**config.mk**
```make
export PLATFORM = sky130hd
export DESIGN_NAME = cp0_regfile
export DESIGN_NICKNAME = d
export VERILOG_FILES = /design/src/rtl/cp0_regfile.sv
export SDC_FILE = /design/constraint.sdc
export NUM_CORES = 1
export LEC_CHECK = 0
export CORE_ASPECT_RATIO = 1.1
export CORE_MARGIN = 2
export CORE_UTILIZATION = 31
export CTS_BUF_LIST = sky130_fd_sc_hd__clkbuf_16
export DETAILED_ROUTE_END_ITERATION = 10
export HOLD_SLACK_MARGIN = 0.08
export MAX_ROUTING_LAYER = met4
export PLACE_DENSITY = 0.66
export SLEW_MARGIN = 20
export SYNTH_ARGS = -nofsm -noshare
export SYNTH_HDL_FRONTEND = slang
export SYNTH_SLANG_ARGS = --single-unit
```
**constraint.sdc**
```tcl
create_clock -name clk -period 3.2 [get_ports clk]
set_clock_uncertainty 0.05 [all_clocks]
set_input_delay 0.96 -clock clk [delete_from_list [all_inputs] [get_ports clk]]
set_output_delay 0.96 -clock clk [all_outputs]
set_load 0.03 [all_outputs]
```
**src/rtl/cp0_regfile.sv**
```systemverilog
`default_nettype none
// ============================================================================
// Module      : cp0_regfile
// Description : MIPS-style CP0 registers (BadVAddr, Count, Compare, Status,
//               Cause, EPC) with exception entry/return and timer interrupt.
// Revision    : 1.0 - initial release
// ============================================================================
module cp0_regfile (
  input  logic        clk,
  input  logic        resetn,
  input  logic        we_i,
  input  logic [4:0]  waddr_i,
  input  logic [31:0] wdata_i,
  input  logic [4:0]  raddr_i,
  output logic [31:0] rdata_o,
  input  logic        exception_i,
  input  logic [4:0]  exception_type_i,
  input  logic        is_in_delayslot_i,
  input  logic [31:0] current_pc_i,
  input  logic [31:0] bad_addr_i,
  input  logic        is_store_i,
  input  logic [5:0]  int_i,
  output logic [31:0] epc_o,
  output logic [31:0] status_o,
  output logic [31:0] cause_o,
  output logic        int_pending_o,
  output logic        timer_int_o
);

  localparam logic [4:0] c_REG_BADVADDR = 5'd8;
  localparam logic [4:0] c_REG_COUNT    = 5'd9;
  localparam logic [4:0] c_REG_COMPARE  = 5'd11;
  localparam logic [4:0] c_REG_STATUS   = 5'd12;
  localparam logic [4:0] c_REG_CAUSE    = 5'd13;
  localparam logic [4:0] c_REG_EPC      = 5'd14;

  localparam logic [4:0] c_EXC_INT      = 5'b00000;
  localparam logic [4:0] c_EXC_ADDR     = 5'b00001;
  localparam logic [4:0] c_EXC_OV       = 5'b00010;
  localparam logic [4:0] c_EXC_SYSCALL  = 5'b00011;
  localparam logic [4:0] c_EXC_BREAK    = 5'b00100;
  localparam logic [4:0] c_EXC_ERET     = 5'b00101;
  localparam logic [4:0] c_EXC_RI       = 5'b10101;
  localparam logic [4:0] c_EXC_BTS      = 5'b10111;
  localparam logic [4:0] c_EXC_NONE     = 5'b11111;

  localparam logic [4:0] c_CODE_INT     = 5'h00;
  localparam logic [4:0] c_CODE_ADEL    = 5'h04;
  localparam logic [4:0] c_CODE_ADES    = 5'h05;
  localparam logic [4:0] c_CODE_SYS     = 5'h08;
  localparam logic [4:0] c_CODE_BP      = 5'h09;
  localparam logic [4:0] c_CODE_RI      = 5'h0A;
  localparam logic [4:0] c_CODE_OV      = 5'h0C;

  // Status fields
  logic [7:0]  r_status_im;
  logic        r_status_exl;
  logic        r_status_ie;
  // Cause fields
  logic        r_cause_bd;
  logic        r_cause_ti;
  logic [5:0]  r_cause_ip_hw;
  logic [1:0]  r_cause_ip_sw;
  logic [4:0]  r_cause_exc;
  // Plain registers
  logic [31:0] r_epc;
  logic [31:0] r_badvaddr;
  logic [31:0] r_count;
  logic [31:0] r_compare;
  logic        r_tick;

  logic        w_wr;
  logic        w_exc_entry;
  logic        w_eret;
  logic        w_timer_match;
  logic [4:0]  w_exccode;
  logic [31:0] w_epc_entry;

  // An exception in the same cycle squashes the MTC0 completely.
  assign w_wr          = we_i & ~exception_i;
  assign w_eret        = exception_i & (exception_type_i == c_EXC_ERET);
  assign w_exc_entry   = exception_i
                       & (exception_type_i != c_EXC_ERET)
                       & (exception_type_i != c_EXC_BTS)
                       & (exception_type_i != c_EXC_NONE);
  assign w_timer_match = (r_count == r_compare) & (r_compare != 32'd0);
  assign w_epc_entry   = is_in_delayslot_i ? (current_pc_i - 32'd4) : current_pc_i;

  always_comb begin
    w_exccode = c_CODE_RI;
    case (exception_type_i)
      c_EXC_INT:     w_exccode = c_CODE_INT;
      c_EXC_ADDR:    w_exccode = is_store_i ? c_CODE_ADES : c_CODE_ADEL;
      c_EXC_OV:      w_exccode = c_CODE_OV;
      c_EXC_SYSCALL: w_exccode = c_CODE_SYS;
      c_EXC_BREAK:   w_exccode = c_CODE_BP;
      c_EXC_RI:      w_exccode = c_CODE_RI;
      default:       w_exccode = c_CODE_RI;
    endcase
  end

  // Count advances on every other clock; an MTC0 load leaves the phase alone.
  always_ff @(posedge clk or negedge resetn) begin
    if (!resetn) begin
      r_tick  <= 1'b0;
      r_count <= 32'd0;
    end else begin
      r_tick <= ~r_tick;
      if (w_wr && (waddr_i == c_REG_COUNT))
        r_count <= wdata_i;
      else if (r_tick)
        r_count <= r_count + 32'd1;
    end
  end

  // TI is sticky; a Compare write clears it and wins over a coincident match.
  always_ff @(posedge clk or negedge resetn) begin
    if (!resetn) begin
      r_compare  <= 32'd0;
      r_cause_ti <= 1'b0;
    end else begin
      if (w_wr && (waddr_i == c_REG_COMPARE)) begin
        r_compare  <= wdata_i;
        r_cause_ti <= 1'b0;
      end else if (w_timer_match) begin
        r_cause_ti <= 1'b1;
      end
    end
  end

  always_ff @(posedge clk or negedge resetn) begin
    if (!resetn) begin
      r_status_im  <= 8'd0;
      r_status_exl <= 1'b0;
      r_status_ie  <= 1'b0;
    end else begin
      if (w_wr && (waddr_i == c_REG_STATUS)) begin
        r_status_im  <= wdata_i[15:8];
        r_status_exl <= wdata_i[1];
        r_status_ie  <= wdata_i[0];
      end else if (w_exc_entry) begin
        r_status_exl <= 1'b1;
      end else if (w_eret) begin
        r_status_exl <= 1'b0;
      end
    end
  end

  always_ff @(posedge clk or negedge resetn) begin
    if (!resetn) begin
      r_cause_bd    <= 1'b0;
      r_cause_ip_hw <= 6'd0;
      r_cause_ip_sw <= 2'd0;
      r_cause_exc   <= 5'd0;
      r_epc         <= 32'd0;
      r_badvaddr    <= 32'd0;
    end else begin
      r_cause_ip_hw <= {int_i[5] | r_cause_ti, int_i[4:0]};
      if (w_wr && (waddr_i == c_REG_CAUSE))
        r_cause_ip_sw <= wdata_i[9:8];
      if (w_wr && (waddr_i == c_REG_EPC))
        r_epc <= wdata_i;
      if (w_exc_entry) begin
        r_cause_exc <= w_exccode;
        // Nested exceptions keep the original return point.
        if (!r_status_exl) begin
          r_epc      <= w_epc_entry;
          r_cause_bd <= is_in_delayslot_i;
        end
        if (exception_type_i == c_EXC_ADDR)
          r_badvaddr <= bad_addr_i;
      end
    end
  end

  assign status_o = {9'd0, 1'b1, 6'd0, r_status_im, 6'd0, r_status_exl, r_status_ie};
  assign cause_o  = {r_cause_bd, r_cause_ti, 14'd0, r_cause_ip_hw, r_cause_ip_sw,
                     1'b0, r_cause_exc, 2'b00};
  assign epc_o    = r_epc;

  assign timer_int_o   = r_cause_ti;
  assign int_pending_o = r_status_ie & ~r_status_exl
                       & (|({r_cause_ip_hw, r_cause_ip_sw} & r_status_im));

  always_comb begin
    rdata_o = 32'd0;
    case (raddr_i)
      c_REG_BADVADDR: rdata_o = r_badvaddr;
      c_REG_COUNT:    rdata_o = r_count;
      c_REG_COMPARE:  rdata_o = r_compare;
      c_REG_STATUS:   rdata_o = status_o;
      c_REG_CAUSE:    rdata_o = cause_o;
      c_REG_EPC:      rdata_o = r_epc;
      default:        rdata_o = 32'd0;
    endcase
  end

endmodule
`default_nettype wire
```
==> metrics.md <==
| Metric | Value |
|---|---|
| I/O pin cnt | roughly 250 |
| # setup viols final | 1 |
| GRT Total Usage | 21.23% |
| Post-synth EDFFs | 0 |
| H-tree depth | 4 |
| Rel. slew slack | about 65% |
| Pre-antenna DRT Iters | 5 |
| Wirelength, routed | 30390 microns |
| Core area | about 28000 sq um |
| Area contributors post-synth | dfrtp_1, mux2_2, xor2_1, a22oi_1, nand2_1 |
| Outcome | finished, violations left |
| Final Instance Area | ~13000 sq um |
| #FFs+latches synth | 153 |
| Period utilization | 100.7% |
| Site row count | 64 |
| Die outline height | about 180 microns |
| Critical Path End Type | primary output |
| Mapped Area | between 8000 and 9000 sq um |
| Critical path buffers and inverters | 5 |
| Detailed-route vias per instance | approximately 5.2 |
| DIE AREA | approximately 30000 sq um |
| Synth Flop Type | dfrtp_1 |
| Max Root-Sink Buffers | 2 |
| Global route overflow | 0 |
| Number of port buffers | approximately 210 |
| Data required time of the critical path | 2.19 ns |
| Post-DP HPWL | ~23000 microns |
| CP peak stage delay | 0.18 ns |
| CTS sink cnt | about 150 |
| Slew Viols, Final | 0 |
| CP arrival | around 2.2 ns |
| Area growth from synthesis to layout | 44.81% |
| Met3 global-route usage | under 10% |
| Post-synthesis average cell area | between 10 and 15 sq um |
| CTS clock-pin slew for the worst setup and hold paths | around 0.060 ns |
| GP Congestion | approximately 0.9 |
| Ys async rst share | between 90% and 100% |
| Finished Layout Cells | roughly 1500 |
| # Max-Cap Violations | 0 |
| Met1 Use GR | between 20% and 30% |
| Failing checks | setup timing |
| RSZ-0062 raised after global routing | true |
| R2R depth | 6 |
| ANT nets after route | 0 |
| WL per Instance | just over 20 microns |
| Sequential area share after synthesis | 43.18% |
| Worst-path maximum fanout | 7 |
| Final Critical Period | about 3.2 ns |
| Cell mode on critical path | buf_6 |
| WHS | between 0.3 and 0.4 ns |
| Fin. Hold Viols | 0 |
| Final Power | between 6 and 7 mW |
| Min-Delay Path Class | in -> async |
| Yosys warns | 0 |
| Root buffer cell | clkbuf_16 |
| Antenna violations before repair | 2 |
| Top-count cell post-synth | dfrtp_1 |
| Layout cell share with drive strength beyond 1 | between 20% and 30% |
| Peak VDD IR | roughly 0.00040 V |
| CP max stage cell | nor3_4 |
| Worst setup margin | -0.02103 ns |
| Fin nets | 1226 |
| Skew-Pair Late Insertion Delay | between 0.4 and 0.5 ns |
| Met2 Track Usage GR | 33.00% |
| GRT busiest layer | met2 |
| First-pass GRT wire length | roughly 47000 microns |
| Hold_buf cts | 0 |
| Crit. path cell count | 9 |
| Cell Chain, Critical Path | buf_8, nand2b_4, buf_6, nor3_4, buf_6, a22oi_1, buf_4, nand2_2, buf_12 |
| Total number of vias | about 7700 |
| Actual slew at the worst max-slew pin | around 0.52 ns |
| Synth Instances | approximately 870 |
| Largest net degree at the start of global routing | between 80 and 90 |
| Vias in the first global route | 7770 |
| TritonCTS clock tree | done |
| FILL cells | about 2600 |
| Post-synth top cells | dfrtp_1, mux2_2, nand2_1 |
| Netlist cell types | between 50 and 60 |
| Setup CP Type | in -> out |
| Final core utilization | 45.95% |
| PD cells | 510.5 nW/um^2 |
| Initial Utilization | a little under a third |
| Initial DRC count | 492 |
| Placed instance count | about 1400 |
| DRC Markers | 0 |
| Yosys top cell area share | a little over two fifths |
| Fmax | approximately 0.31 GHz |
| Kind of cell adding the most delay to the critical path | buffers and inverters |
| Synth area leader | dfrtp_1 |
| Num CTS Buffers | 17 |
| P_leak | roughly 5.4 nW |
| Die Span X | 165.3 microns |
| Dpl cell area | 11880 sq um |
| CP Launch Type | input port |
==> metal layers <==
metal  up-vias  share of wire [%]
li1       3534                  -
met1      3782                 43
met2       315                 48
met3        40                7.7
met4         0                1.8
met5         -                  0
==> what timing repair did <==
item,4_1_cts,5_1_grt
cloned,3,0
buffers inserted,5,1
resized for setup,58,37
setup endpoints to repair,32,32
pin swaps,21,22
==> report_power, final <==
group	total [mW]	switching [mW]	internal, mW
Combinational	1.81	0.936	0.877
Sequential	2.79	0.505	2.29
Clock	1.95	0.813	1.13
==> flip-flops by register name, indices dropped and copies added (netlist names) <==
| signal | count |
|---|---|
| r_tick | 1 |
| r_cause_exc | 4 |
| epc_o | 32 |
| r_status_ie | 1 |
| r_cause_bd | 1 |
| r_compare | 32 |
| r_status_exl | 1 |
| timer_int_o | 1 |
| r_cause_ip_sw | 2 |
| r_cause_ip_hw | 6 |
| r_status_im | 8 |
| r_count | 32 |
| r_badvaddr | 32 |
==> through the flow <==
stage / setup TNS [ns] / setup WS [ns]
global route: -0.4128 / -0.06402
floorplan: 0 / 0.03607
detailed placement: -12.32 / -0.4022
finish: -0.02103 / -0.02103
global placement: -12.81 / -0.4513
CTS: -0.0004501 / -0.0004501
==> worst paths after layout <==
kind / from / to / slack [ns]
min in group clk: r_badvaddr[4] / r_badvaddr[4] / 0.46
worst min-delay path: resetn / r_cause_ip_hw[4] / 0.37
worst max-delay path: raddr_i[4] / rdata_o[30] / -0.02
worst max register to register: r_count[0] / r_count[9] / 1.20
worst min register to register: r_badvaddr[4] / r_badvaddr[4] / 0.46
max in group asynchronous: resetn / r_badvaddr[29] / 1.91
==> placed cells by master, fill, tap and decap left out, drive strengths merged, types with 3 or more instances in the layout <==
master,count
a21oi,24
a222oi,9
a22oi,66
and3,11
and4,5
buf,97
clkbuf,17
clkdlybuf4s50,174
clkinv,6
clkinvlp,3
conb,40
dfrtp,153
inv,12
mux2,104
mux2i,10
nand2,89
nand3,17
nand4,23
nand4b,6
nor2,39
nor2b,4
nor3,16
nor4,25
o21ai,44
or4,5
xnor2,26
xor2,66
==> final cells by class <==
| cell class | count | area, sq um | share of cell area, % |
|---|---|---|---|
| inverter | 9 | 33.78 | 0.2631 |
| tap | 363 | 454.2 | 3.537 |
| clock buffer | 17 | 425.4 | 3.313 |
| timing repair buffer | 271 | 3132 | 24.39 |
| sequential | 153 | 3829 | 29.82 |
| antenna | 2 | 5.005 | 0.03897 |
| clock inverter | 14 | 135.1 | 1.052 |
| multi-input combinational | 649 | 4827 | 37.59 |
==> kinds of logic after synthesis <==
kind of cell	count (synthesis)	share of synthesized area [%]
muxes	114	14.34
AOI/OAI and AO/OA	148	10.91
buffers and inverters	105	6.745
xor gates and xnor gates	92	9.087
and+or+nand+nor	253	15.38
adders and majority gates	2	0.2822
DFF	153	43.18
other	2	0.08469
No activity file was read; power rests on OpenSTA's default activity.
